$ cat src/rtl/cond_unit.sv
// cond_unit: conditional-execution stage behind the multicycle main control FSM.
// Holds the architectural NZCV flags and evaluates the ARM condition field
// against them. Gates the raw FSM write strobes into the final PC, register
// file and data memory write enables, so squashed instructions have no effect.
//
// Optional feature macro: COND_UNIT_PERF_EN
//   defined   -> executed/squashed instruction counters (CNT_W bits, wrapping)
//   undefined -> ExecCount and SquashCount are tied to zero

module cond_unit #(
    parameter int unsigned CNT_W = 32
) (
    input  logic             clk,
    input  logic             reset,
    input  logic [3:0]       Cond,
    input  logic [3:0]       ALUFlags,
    input  logic [1:0]       FlagW,
    input  logic             PCS,
    input  logic             NextPC,
    input  logic             RegW,
    input  logic             MemW,
    input  logic             IRWrite,
    output logic             PCWrite,
    output logic             RegWrite,
    output logic             MemWrite,
    output logic [3:0]       Flags,
    output logic             CondEx,
    output logic [CNT_W-1:0] ExecCount,
    output logic [CNT_W-1:0] SquashCount
);

    // Condition field encodings
    typedef enum logic [3:0] {
        CondEq = 4'b0000,
        CondNe = 4'b0001,
        CondCs = 4'b0010,
        CondCc = 4'b0011,
        CondMi = 4'b0100,
        CondPl = 4'b0101,
        CondVs = 4'b0110,
        CondVc = 4'b0111,
        CondHi = 4'b1000,
        CondLs = 4'b1001,
        CondGe = 4'b1010,
        CondLt = 4'b1011,
        CondGt = 4'b1100,
        CondLe = 4'b1101,
        CondAl = 4'b1110,
        CondNv = 4'b1111
    } cond_e;

    logic [3:0] flags_q;
    logic [3:0] flags_d;
    logic       cond_ex_delayed_q;
    logic       cond_ex;
    logic       flag_n;
    logic       flag_z;
    logic       flag_c;
    logic       flag_v;
    cond_e      cond_sel;

    assign flag_n   = flags_q[3];
    assign flag_z   = flags_q[2];
    assign flag_c   = flags_q[1];
    assign flag_v   = flags_q[0];
    assign cond_sel = cond_e'(Cond);

    // Condition decode against the registered flags
    always_comb begin
        cond_ex = 1'b0;
        unique case (cond_sel)
            CondEq:  cond_ex = flag_z;
            CondNe:  cond_ex = ~flag_z;
            CondCs:  cond_ex = flag_c;
            CondCc:  cond_ex = ~flag_c;
            CondMi:  cond_ex = flag_n;
            CondPl:  cond_ex = ~flag_n;
            CondVs:  cond_ex = flag_v;
            CondVc:  cond_ex = ~flag_v;
            CondHi:  cond_ex = flag_c & ~flag_z;
            CondLs:  cond_ex = ~flag_c | flag_z;
            CondGe:  cond_ex = (flag_n == flag_v);
            CondLt:  cond_ex = (flag_n != flag_v);
            CondGt:  cond_ex = ~flag_z & (flag_n == flag_v);
            CondLe:  cond_ex = flag_z | (flag_n != flag_v);
            CondAl:  cond_ex = 1'b1;
            // Reserved encoding behaves as unconditional
            CondNv:  cond_ex = 1'b1;
            default: cond_ex = 1'b1;
        endcase
    end

    // Next flag value: each half loads only for a passing instruction
    always_comb begin
        flags_d = flags_q;
        if (FlagW[1] && cond_ex) begin
            flags_d[3:2] = ALUFlags[3:2];
        end
        if (FlagW[0] && cond_ex) begin
            flags_d[1:0] = ALUFlags[1:0];
        end
    end

    // Flag register and delayed condition, cleared by synchronous reset
    always_ff @(posedge clk) begin
        if (reset) begin
            flags_q           <= 4'b0000;
            cond_ex_delayed_q <= 1'b0;
        end else begin
            flags_q           <= flags_d;
            cond_ex_delayed_q <= cond_ex;
        end
    end

    // Final write enables; writebacks use the previous cycle's verdict so an
    // instruction's own flag update cannot change whether it commits.
    // Reset masks the conditional terms so no pending write leaks through.
    always_comb begin
        PCWrite  = NextPC | (PCS & cond_ex & ~reset);
        RegWrite = RegW & cond_ex_delayed_q & ~reset;
        MemWrite = MemW & cond_ex_delayed_q & ~reset;
    end

    assign Flags  = flags_q;
    assign CondEx = cond_ex;

`ifdef COND_UNIT_PERF_EN
    // Registered IRWrite: high during the DECODE cycle of each instruction
    logic             irw_d;
    logic [CNT_W-1:0] exec_cnt_q;
    logic [CNT_W-1:0] squash_cnt_q;

    // Count each decoded instruction as executed or squashed (wraps)
    always_ff @(posedge clk) begin
        if (reset) begin
            irw_d        <= 1'b0;
            exec_cnt_q   <= '0;
            squash_cnt_q <= '0;
        end else begin
            irw_d <= IRWrite;
            if (irw_d) begin
                if (cond_ex) begin
                    exec_cnt_q <= exec_cnt_q + 1'b1;
                end else begin
                    squash_cnt_q <= squash_cnt_q + 1'b1;
                end
            end
        end
    end

    assign ExecCount   = exec_cnt_q;
    assign SquashCount = squash_cnt_q;
`else
    assign ExecCount   = '0;
    assign SquashCount = '0;
`endif

endmodule

$ cat config.mk
export PLATFORM = sky130hd
export DESIGN_NAME = cond_unit
export DESIGN_NICKNAME = d
export VERILOG_FILES = /design/src/rtl/cond_unit.sv
export SDC_FILE = /design/constraint.sdc
export NUM_CORES = 1
export LEC_CHECK = 0
export BUFFER_PORTS_ARGS = -buffer_cell sky130_fd_sc_hd__buf_2
export CORE_ASPECT_RATIO = 0.9
export CORE_MARGIN = 4
export CORE_UTILIZATION = 37
export CTS_CLUSTER_SIZE = 10
export DETAILED_ROUTE_END_ITERATION = 12
export PLACE_DENSITY_LB_ADDON = 0.15
export SETUP_SLACK_MARGIN = 0.2
export SYNTH_ARGS = -nofsm -noshare
export SYNTH_HDL_FRONTEND = slang
export SYNTH_SLANG_ARGS = --single-unit
$ cat constraint.sdc
create_clock -name clk -period 2.36 [get_ports clk]
set_input_delay 0 -clock clk [delete_from_list [all_inputs] [get_ports clk]]
set_output_delay 0 -clock clk [all_outputs]
set_load 0.01 [all_outputs]
# Word-level counts from Yosys, hierarchy flattened
# Cells that the tools add are included.
# Widths: inputs -> output; s select.
dict set report op_classes {
  bitwise_logic 16
  n_mux 1
  n_eq_ne 17
  reduce_logical 4
}
# cell n
set op_table {}
lappend op_table {{$eq 4x4->1 const B} 8}
lappend op_table {{$eq 4x3->1 const B} 4}
lappend op_table {{$pmux 1 s15} 1}
lappend op_table {{$and 1x1->1} 8}
lappend op_table {{$eq 4x2->1 const B} 2}
lappend op_table {{$not 1->1} 5}
lappend op_table {{$eq 4x1->1 const B} 1}
lappend op_table {{$logic_not 4->1} 1}
lappend op_table {{$or 1x1->1} 3}
lappend op_table {{$logic_and 1x1->1} 2}
lappend op_table {{$reduce_or 2->1} 1}
lappend op_table {{$eq 1x1->1} 1}
lappend op_table {{$ne 1x1->1} 1}
dict set report word_totals {
  output_inout_bits 72
  wordCells 41
  inputBits 17
  register_bits 5
}

# Logic depth before layout (Yosys ltp)
# Gate-level depths: netlist of run 1.
dict set report depth {
  depth_word 6
  mapped_depth 7
  mapped_depth_nobuf 6
}

# Worst setup path after synthesis of run 1
# No wires, ideal clock.
dict set report synth_timing {
  kind {reg2reg}
  from {register flags_q[3] (netlist: Flags[3])}
  to {register flags_q[0] (netlist: Flags[0])}
  arrival_ns 1.699
  setup_ns 0.070
  slack_ns 0.591
  path_buffers 0
  t_required_ns 2.290
  period_less_slack_ns 1.769
  path_stages_with_launch 7
  cell_sequence {dfxtp_1 -> and3b_1 -> o311a_1 -> a31oi_2 -> o221ai_2 -> a21bo_1 -> a21oi_1}
}
dict set report synth_between {
  elab_chain_len 4
  word_cells_on_any_way 7
  classes_between {eq/ne: 2; mux: 1; bitwise: 3; reduce/logical: 1}
}
# element line_no
set synth_rtl {}
lappend synth_rtl {{from (decl)} 52} ;# logic [3:0] flags_q;
lappend synth_rtl {{from (signal assigned)} 110} ;# flags_q <= flags_d;
lappend synth_rtl {{$ne 1x1->1 or $eq 1x1->1 (tied branches)} -}
lappend synth_rtl {{$or 1x1->1 or $and 1x1->1 (tied branches)} {85, 84}}
lappend synth_rtl {{$pmux 1 s15 (*)} 71} ;# unique case (cond_sel)
lappend synth_rtl {{net CondEx} 27} ;# output logic CondEx,
lappend synth_rtl {{$logic_and 1x1->1 (*)} 99} ;# if (FlagW[0] && cond_ex) begin
# The timed path passes the listed nets; every way through them passes the cells marked *.
# A chain may end at the register's enable or synchronous reset.

# Worst setup path in the final report of run 1
dict set report layout_timing {
  from {register flags_q[0] (netlist: Flags[0])}
  to {output PCWrite}
}
dict set report layout_between {
  elab_chain_len 6
  word_cells_on_any_way 9
  classes_between {eq/ne: 2; mux: 1; bitwise: 6}
}
# element line_no
set layout_rtl {}
lappend layout_rtl {{$ne 1x1->1 or $eq 1x1->1 (tied branches)} -}
lappend layout_rtl {{$or 1x1->1 or $and 1x1->1 (tied branches)} {85, 84}}
lappend layout_rtl {{$pmux 1 s15 (*)} 71}
lappend layout_rtl {{$and 1x1->1 (*) (2 in series)} 119} ;# PCWrite = NextPC | (PCS & cond_ex & ~reset);
lappend layout_rtl {{$or 1x1->1 (*)} 119}
lappend layout_rtl {{to (decl)} 23} ;# output logic PCWrite,
# Mark *: on every way between the ends. The rest lies on a longest branch, timed or not.

==> flow_summary.yaml, run 1 <==
status:
  outcome: "completed"
layout:
  final_util_pct: 37.55
  layout_commonest_cell: "conb_1"
  nets: 158
  final_cell_area_um2: 857.1
  drive_above_1_share_pct: 25.00
  antenna_cells: 0
  syn2layout_area_growth_pct: -8.177
  mostFrequentLayoutCells: "64 x conb_1, 23 x buf_2"
route:
  firstDrtPassIters: 4
  routed_wl_mm: 1.636
  drc: 0
  antenna_left: 0
  drt_iter0_markers: 15
  dr_total_vias: 645
  drt-wirelength-per-cell_um: 9.796
  viasPerCell: 3.862
pwr:
  power_density_mw_per_mm2: 410.0
  p_leak_nw: 0.5098
  p_seq_share_pct: 28.6
  p_comb_share_pct: 41.8
  switching_share_pct: 40.86
  clkPwrFrac_pct: 29.6
  peakVddDrop_mv: 0.2164
  p_switching_uw: 143.6
  power.internal_uw: 207.8
global_route:
  grt_usage_pct: 8.596
  grt_pass1_vias: 518
  grt-ovfl-total: 0
  grt_first_pass_wirelength_mm: 2.283
  grt_max_degree: 13
  antenna_found_initial: 0
critical_path:
  crit_type: "flop to output pin"
  critPathLaunchType: "flop"
  crit_required_ps: 2360
  critical_path_arrival_ps: 2010
  worst-path-buf-inv: 1
  end_kind: "output pin"
  cp_slowest_cell: "dfxtp_1"
  path_max_fanout: 8
  critPathMaxStageDelay_ps: 460
  crit_family: "compound AO/OA/AOI/OAI gates"
  crit_chain: "nand4b_1 > o31ai_1 > a222oi_1 > o221ai_2 > nor2b_4 > a21o_1 > buf_2"
yosys:
  synth_area_um2: 933.4
  synth_warnings: 0
  synthCells: 115
  synth_xor_xnor_area_share_pct: 2.815
  ys.flop_type: "dfxtp_1"
  synth-simple-area-share_pct: 14.75
  synth_fa_ha_area_share_pct: 0
  synth_top_family_by_area: "buffers and inverters"
  avgSynthCellArea_um2: 8.116
  ys_seq_elements: 5
  ys_async_sr_fraction_pct: 0
  synth_compound_area_share_pct: 16.09
  synth_mux_area_share_pct: 1.206
  synth-edff-count: 0
  yosysUniqueCellTypes: 31
  seq_area_frac_synth_pct: 10.72
job:
  drv_cap: 0
cts:
  cts_sinks: 5
  clk_latency_ps: 250
  path_clk_slew_ps: 50
  h-tree-depth: 1
  root_buffer: "clkbuf_4"
  clock_path_buffers: 2
  cts_hold_buf: 0
  tritoncts: "done"
  numCtsBuffers: 3
floorplanning:
  start_util_pct: 40.90
  core_area_mm2: 0.002282
  io_pins: 89
  rows: 16
  dieHeight_um: 55.65
  die-area_mm2: 0.003392
  die_x_um: 60.95
sta:
  hold_ws_ps: 5.020
  finalCritPeriodShare_pct: 85.06
  finalClockSkew_ps: 6.829
  min_period_ps: 2007
  fin_setup_tns_ps: 0
  fmax_mhz: 498.2
  final_hold_viol_count: 0
  drv_slew: 0
  rsz0062_at_grt: "no"
  setup_slack_ps: 352.6
  finalSetupViolCount: 0
place:
  io_buffer_count: 23
  place_hpwl_mm: 1.376
  gp_congestion: 0.7342
  dpl_cell_area_um2: 814.5
  place_ws_ps: 423.2
min_path:
  hold_class: "input pin to flop"
==> final timing paths <==
kind / from / to / slack (ps) / cells past startpoint
hold / removal: ALUFlags[3] / Flags[3] / 5 / 3
hold reg to reg: Flags[1] / Flags[1] / 620 / 2
setup / recovery: Flags[0] / PCWrite / 350 / 7
setup reg to reg: Flags[0] / Flags[3] / 480 / 7
==> power groups by stage <==
| stage | clock network (mW) | logic [mW] | registers [mW] |
|---|---|---|---|
| final | 0.104 | 0.147 | 0.101 |
| after global routing | 0.110 | 0.164 | 0.102 |
| after CTS | 0.107 | 0.136 | 0.101 |
| after detailed placement | 0 | 0.136 | 0.102 |
| after global placement | 0 | 0.134 | 0.101 |
| after floorplan | 0 | 0.182 | 0.101 |
==> sequential cells by signal, indices dropped and copies added (netlist names) <==
register	cells
cond_ex_delayed_q	1
Flags	4
==> synth_stat cells (2+ instances only) <==
| cell | count | area, µm² |
|---|---|---|
| a21bo_1 | 4 | 40.04 |
| a21o_1 | 2 | 15.01 |
| a21oi_1 | 4 | 20.02 |
| and3b_1 | 3 | 26.28 |
| buf_4 | 65 | 488.0 |
| dfxtp_1 | 5 | 100.1 |
| nand2b_1 | 2 | 12.51 |
| nand3_1 | 4 | 20.02 |
| nor2_1 | 3 | 11.26 |
| xor2_1 | 2 | 17.52 |
==> final cells by class <==
type | count | area (µm²)
Clock buffer | 4 | 26.28
Timing Repair Buffer | 25 | 130.1
Multi-Input combinational cell | 106 | 565.5
Fill cell | 241 | 1425
Sequential cell | 5 | 101.3
Tap cell | 27 | 33.78
==> through the flow <==
stage / std cells / total power [mW]
final: 167 / 0.3514
after global routing: 167 / 0.3762
after CTS: 165 / 0.3435
after detailed placement: 161 / 0.2376
after global placement: 161 / 0.2356
after floorplan: 178 / 0.2831
==> timing repair <==
item | CTS | global route
endpoints found under the setup margin | 1 | 1
gates cloned | 0 | 0
endpoints found under the hold margin | 0 | 0
pin swaps | 0 | 1
buffers inserted | 0 | 2
resized for setup | 1 | 0
==> kinds of logic after synthesis <==
kind of cell	count (synthesis)
compound gates	18
xor+xnor	3
buf+inv	67
flops	5
mux	1
other cells	1
simple gates	20
==> worst reg2reg max path: stages, from the launching register on <==
cell,delay (ps)
dfxtp_1,460
nand4b_1,150
o31ai_1,70
a222oi_1,390
o221ai_2,220
buf_4,200
a21bo_1,180
a21oi_1,120
==> layer usage <==
| metal | GRT usage (%) | share of wire, % |
|---|---|---|
| met5 | 0 | 0 |
| met4 | 3.715 | 0 |
| met3 | 3.712 | 20 |
| met2 | 12.21 | 44 |
| met1 | 11.08 | 36 |
(Power assumes the default switching activity.)
==> run 2, diff against run 1 <==
--- a/config.mk
+++ b/config.mk
@@ -5,10 +5,11 @@
 export SDC_FILE = /design/constraint.sdc
 export NUM_CORES = 1
 export LEC_CHECK = 0
+export ABC_AREA = 1
 export BUFFER_PORTS_ARGS = -buffer_cell sky130_fd_sc_hd__buf_2
 export CORE_ASPECT_RATIO = 0.9
 export CORE_MARGIN = 4
-export CORE_UTILIZATION = 37
+export CORE_UTILIZATION = 38
 export CTS_CLUSTER_SIZE = 10
 export DETAILED_ROUTE_END_ITERATION = 12
 export PLACE_DENSITY_LB_ADDON = 0.15
==> flow_summary.yaml, run 2 <==
pwr:
  p_switching_uw: 185.1
  switching_share_pct: 45.38
  p_seq_share_pct: 26.0
  clkPwrFrac_pct: 23.4
  power_density_mw_per_mm2: 430.8
  finalPower_uw: 408.0
  power.internal_uw: 222.9
  p_comb_share_pct: 50.6
  peakVddDrop_mv: 0.2075
  p_leak_nw: 0.6167
yosys:
  synth_fa_ha_area_share_pct: 0
  avgSynthCellArea_um2: 6.359
  ys.flop_type: "dfxtp_1"
  synth_area_mm2: 0.001005
  yosysUniqueCellTypes: 19
  synthCells: 158
  synth_area_leaders: "buf_4 48%, dfxtp_1 10%, nand2_1 9.7%"
  synth_top_area_cell: "buf_4"
  synth_compound_area_share_pct: 2.864
  synth_mux_area_share_pct: 0
  ys_async_sr_fraction_pct: 0
  synth_top_family_by_area: "buffers and inverters"
  seq_area_frac_synth_pct: 9.963
  synth_warnings: 0
  synth-edff-count: 0
  synth_top_area_share_pct: 47.82
  yosysMostFrequentCell: "buf_4"
  yosys-top-cells-count: "64 x buf_4, 26 x nand2_1, 17 x inv_1, 9 x nand3_1, 8 x nor2_1"
  synth_xor_xnor_area_share_pct: 0
  synth-simple-area-share_pct: 30.76
  ys_seq_elements: 5
min_path:
  holdPathEnd: "Flags[2]"
  hold_class: "input pin to flop"
  min_from: "ALUFlags[2]"
  whs_path_depth: 5
sta:
  fmax_mhz: 617.0
  finalClockSkew_ps: 2.249
  rsz0062_at_grt: "no"
  setup_slack_ps: 739.2
  min_period_ps: 1621
  drv_slew: 0
  fin_setup_tns_ps: 0
  finalSetupViolCount: 0
  final_hold_viol_count: 0
  finalCritPeriodShare_pct: 68.68
critical_path:
  r2r_cells: 11
  crit_chain: "inv_1 > nand2_1 > nand4_1 > nand2_1 > nand2_1 > nand2_2 > nand3_4 > nand2_2 > nor2_4 > nand2_2 > nand2_2 > buf_2"
  crit_required_ps: 2360
  critPathMostFrequentCell: "nand2_2"
  cp_slowest_cell: "dfxtp_1"
  crit_type: "flop to output pin"
  critPathLaunchType: "flop"
  crit_family: "simple AND/OR/NAND/NOR gates"
  critical_path_arrival_ps: 1620
  path_max_fanout: 7
  reg2reg_to: "Flags[2]"
  timing.rr.start: "Flags[0]"
  critPathMaxStageDelay_ps: 360
  r2r_slack_ps: 990
  worst-path-buf-inv: 2
  end_kind: "output pin"
global_route:
  grt_max_degree: 9
  grt_pass1_vias: 575
  grt-ovfl-total: 0
  antenna_found_initial: 0
  grt_first_pass_wirelength_mm: 2.304
  grt_usage_pct: 7.983
cts:
  path_clk_slew_ps: 40
  clock_path_buffers: 2
  tritoncts: "done"
  numCtsBuffers: 3
  root_buffer: "clkbuf_4"
  clk_latency_ps: 240
  h-tree-depth: 1
  cts_sinks: 5
layout:
  mostFrequentLayoutCells: "64 x conb_1, 26 x nand2_1, 23 x buf_2"
  nets: 203
  antenna_cells: 0
  syn2layout_area_growth_pct: -5.729
  final_util_pct: 38.06
  stdcell_count: 213
  drive_above_1_share_pct: 23.78
  layout_commonest_cell: "conb_1"
  largest_reg_flops: 4
job:
  drv_cap: 0
floorplanning:
  io_pins: 89
  rows: 17
  core_area_mm2: 0.002489
  dieHeight_um: 56.78
  start_util_pct: 40.37
  die_x_um: 62.20
  die-area_mm2: 0.003532
place:
  io_buffer_count: 23
  dp.cells: 208
  place_ws_ps: 979.4
  gp_congestion: 0.7825
  place_hpwl_mm: 1.500
route:
  antenna_left: 0
  drt-wirelength-per-cell_um: 7.840
  dr_total_vias: 754
  routed_wl_mm: 1.670
  drt_iter0_markers: 12
  viasPerCell: 3.540
  firstDrtPassIters: 3
  drc: 0
status:
  outcome: "completed"
run 2: worst reg2reg max path: stages, from the launching register on:
cell and delay [ps]:
dfxtp_1 360, inv_1 90, nand2_1 110, nand4_1 120, nand2_1 80, nand2_1 50, nand2_2 70, nand3_4 120
nand3_2 100, nand2_1 70, inv_2 50, nor2_2 30
run 2: cells by family (layout without fill, tap and decap cells):
group,Yosys count,count (layout)
AND/OR/NAND/NOR,61,61
other,1,64
flip-flops,5,5
AO/OA/AOI/OAI,5,5
buffers and inverters,86,50
run 2: area by class of cell:
class / instances / area [µm²]
Clock buffer: 4 / 26.28
Fill cell: 289 / 1541
Inverter: 22 / 82.58
Multi-Input combinational cell: 130 / 578.1
Sequential cell: 5 / 100.1
Tap cell: 28 / 35.03
Timing Repair Buffer: 24 / 125.1
run 2: through the flow:
step | instance area (µm²) | hold WS [ps]
detailed placement | 910.9 | 237.0
floorplan | 1241 | 47.53
finish | 947.2 | 95.79
global placement | 910.9 | 236.4
CTS | 947.2 | 90.53
global route | 947.2 | 121.2
run 2: worst max-delay path by stage:
stage	startpoint	end	slack (ps)	cells past startpoint
4_1_cts	Flags[0]	PCWrite	700	12
6_report	Flags[0]	PCWrite	740	12
5_1_grt	Flags[0]	PCWrite	530	11
3_3_place_gp	Flags[3]	PCWrite	990	11
3_5_place_dp	Flags[0]	PCWrite	980	12
2_1_floorplan	Flags[0]	Flags[2]	1090	11
run 2: timing repair:
action                    in CTS  in global routing
buffers inserted               0                  0
hold endpoints to repair       1                  0
hold buffers                   1                  0
gates resized for setup        0                  0
run 2: power groups by stage:
stage,clock [mW],combinational [mW],sequential [mW]
after floorplan,0,0.227,0.110
after global placement,0,0.203,0.108
after detailed placement,0,0.204,0.107
after CTS,0.102,0.206,0.106
after global routing,0.105,0.235,0.108
final,0.0956,0.207,0.106
run 2: layer usage:
layer	track usage (%)	part of all wire, %	vias up
met5	0	0	-
met4	4.644	0.48	0
met3	2.600	14	2
met2	11.54	46	45
met1	10.21	40	300
li1	-	-	407
==> run 3, diff against run 2 <==
--- a/config.mk
+++ b/config.mk
@@ -9,7 +9,7 @@
 export BUFFER_PORTS_ARGS = -buffer_cell sky130_fd_sc_hd__buf_2
 export CORE_ASPECT_RATIO = 0.9
 export CORE_MARGIN = 4
-export CORE_UTILIZATION = 38
+export CORE_UTILIZATION = 34
 export CTS_CLUSTER_SIZE = 10
 export DETAILED_ROUTE_END_ITERATION = 12
 export PLACE_DENSITY_LB_ADDON = 0.15
==> constraint.sdc (replaced) <==
create_clock -name clk -period 1.45 [get_ports clk]
set_input_delay 0 -clock clk [delete_from_list [all_inputs] [get_ports clk]]
set_output_delay 0 -clock clk [all_outputs]
set_load 0.01 [all_outputs]
==> flow_summary.yaml, run 3 (synthesis gave the netlist of run 2 again) <==
pwr:
  power_density_mw_per_mm2: 703.1
  p_comb_share_pct: 53.9
  p_seq_share_pct: 24.6
  clkPwrFrac_pct: 21.6
  p_leak_nw: 0.6411
  p_switching_uw: 318.3
  power.internal_uw: 396.0
  peakVddDrop_mv: 0.3286
  switching_share_pct: 44.56
critical_path:
  path_max_fanout: 4
  timing.rr.start: "Flags[3]"
  crit_family: "simple AND/OR/NAND/NOR gates"
  cp-startpoint: "Flags[3]"
  r2r_slack_ps: 80
  crit_chain: "inv_2 > nand2_4 > nand4_1 > nand2_1 > nand2_1 > nand2_2 > nand3_4 > nand2_4 > nor2_4 > nand2_2 > nand2_2 > buf_6"
  cp_slowest_cell: "dfxtp_2"
  crit_required_ps: 1450
  critPathMostFrequentCell: "nand2_2"
  reg2reg_to: "Flags[2]"
  critPathLaunchType: "flop"
  critical_path_arrival_ps: 1450
  r2r_cells: 12
  end_kind: "output pin"
  crit_type: "flop to output pin"
  critPathMaxStageDelay_ps: 350
  worst-path-buf-inv: 2
layout:
  drive_above_1_share_pct: 29.63
  layout_commonest_cell: "conb_1"
  nets: 207
  mostFrequentLayoutCells: "64 x conb_1, 25 x nand2_1, 22 x buf_2"
  stdcell_count: 229
  syn2layout_area_growth_pct: 1.120
  antenna_cells: 0
  largest_reg_flops: 4
  final_util_pct: 36.38
  final_cell_area_mm2: 0.001016
place:
  gp_congestion: 0.7566
  dp.cells: 220
  dpl_cell_area_um2: 928.4
  io_buffer_count: 23
  place_hpwl_mm: 1.562
floorplanning:
  core_area_mm2: 0.002793
  dieHeight_um: 59.57
  start_util_pct: 35.98
  rows: 18
  die-area_mm2: 0.003890
  die_x_um: 65.30
  io_pins: 89
cts:
  tritoncts: "done"
  cts_sinks: 5
  path_clk_slew_ps: 40
  numCtsBuffers: 3
  clock_path_buffers: 2
  clk_latency_ps: 230
  root_buffer: "clkbuf_4"
  h-tree-depth: 1
route:
  firstDrtPassIters: 5
  routed_wl_mm: 1.786
  drt-wirelength-per-cell_um: 7.799
  dr_total_vias: 806
  viasPerCell: 3.520
  drt_iter0_markers: 16
  antenna_left: 0
  drc: 0
global_route:
  grt_first_pass_wirelength_mm: 2.511
  antenna_found_initial: 0
  grt_max_degree: 9
  grt-ovfl-total: 0
  grt_pass1_vias: 603
  grt_usage_pct: 8.194
sta:
  rsz0062_at_grt: "yes"
  min_period_ps: 1446
  finalSetupViolCount: 0
  drv_slew: 0
  hold_ws_ps: -3.917
  fmax_mhz: 691.7
  finalClockSkew_ps: 0.6899
  finalCritPeriodShare_pct: 99.71
  final_hold_viol_count: 1
  fin_setup_tns_ps: 0
status:
  violations: "negative hold slack"
  outcome: "complete, but fails checks"
min_path:
  whs_path_depth: 2
  hold_class: "input pin to flop"
  min_from: "reset"
  holdPathEnd: "cond_ex_delayed_q"
job:
  drv_cap: 0
==> run 3: cell count changes in the layout (fill, tap and decap cells not counted), sizes merged <==
cell and change:
buf +5, dlygate4sd3 -1
==> run 3: power groups by stage <==
stage | Sequential, mW | Combinational [mW] | Clock [mW]
after floorplan | 0.181 | 0.370 | 0
after global placement | 0.177 | 0.332 | 0
after detailed placement | 0.177 | 0.333 | 0
after CTS | 0.175 | 0.367 | 0.163
after global routing | 0.177 | 0.431 | 0.168
final | 0.176 | 0.385 | 0.154
==> run 3: final cells by class <==
| class | instances | area, µm² |
|---|---|---|
| Fill cell | 330 | 1777 |
| Timing Repair Buffer | 28 | 158.9 |
| Clock buffer | 4 | 26.28 |
| Tap cell | 40 | 50.05 |
| Inverter | 22 | 82.58 |
| Sequential cell | 5 | 103.9 |
| Multi-Input combinational cell | 130 | 594.3 |
==> run 3: how the worst max path moves through the flow <==
stage | endpoint | slack, ps | depth (start not counted)
2_1_floorplan | Flags[2] | 230 | 9
3_3_place_gp | PCWrite | 110 | 12
3_5_place_dp | PCWrite | 90 | 12
4_1_cts | PCWrite | -40 | 12
5_1_grt | PCWrite | -120 | 11
6_report | PCWrite | 4 | 12
==> run 3: metal layers <==
metal	up-vias	GRT usage, %	share of wire (%)
met1	331	10.52	38
met5	-	0	0
met4	0	4.438	0.45
met3	2	1.898	14
li1	418	-	-
met2	55	12.70	47
==> run 3: through the flow <==
stage	power, mW	hold slack (ps)	worst slack [ps]
after floorplan	0.5516	47.53	233.1
after detailed placement	0.5097	243.9	90.35
after global routing	0.7769	4.324	-118.8
final	0.7143	-3.917	4.185
after global placement	0.5096	236.1	111.0
after CTS	0.7052	-12.30	-42.42
==> run 3: timing repair <==
action | in CTS | in global routing
setup endpoints to repair | 7 | 7
gates cloned | 0 | 0
pin swaps | 3 | 3
setup buffers | 3 | 2
gates resized for setup | 6 | 2
endpoints found under the hold margin | 1 | 0
==> run 3: worst reg2reg max path: stages, from the launching register on <==
cell and delay, ps:
dfxtp_2 350, inv_2 60, nand2_4 60, nand4_1 110
nand2_1 90, nand2_1 60, nand2_2 70, nand3_4 90
buf_4 170, nand3_2 70, nand2_1 70, inv_2 50
nor2_2 30
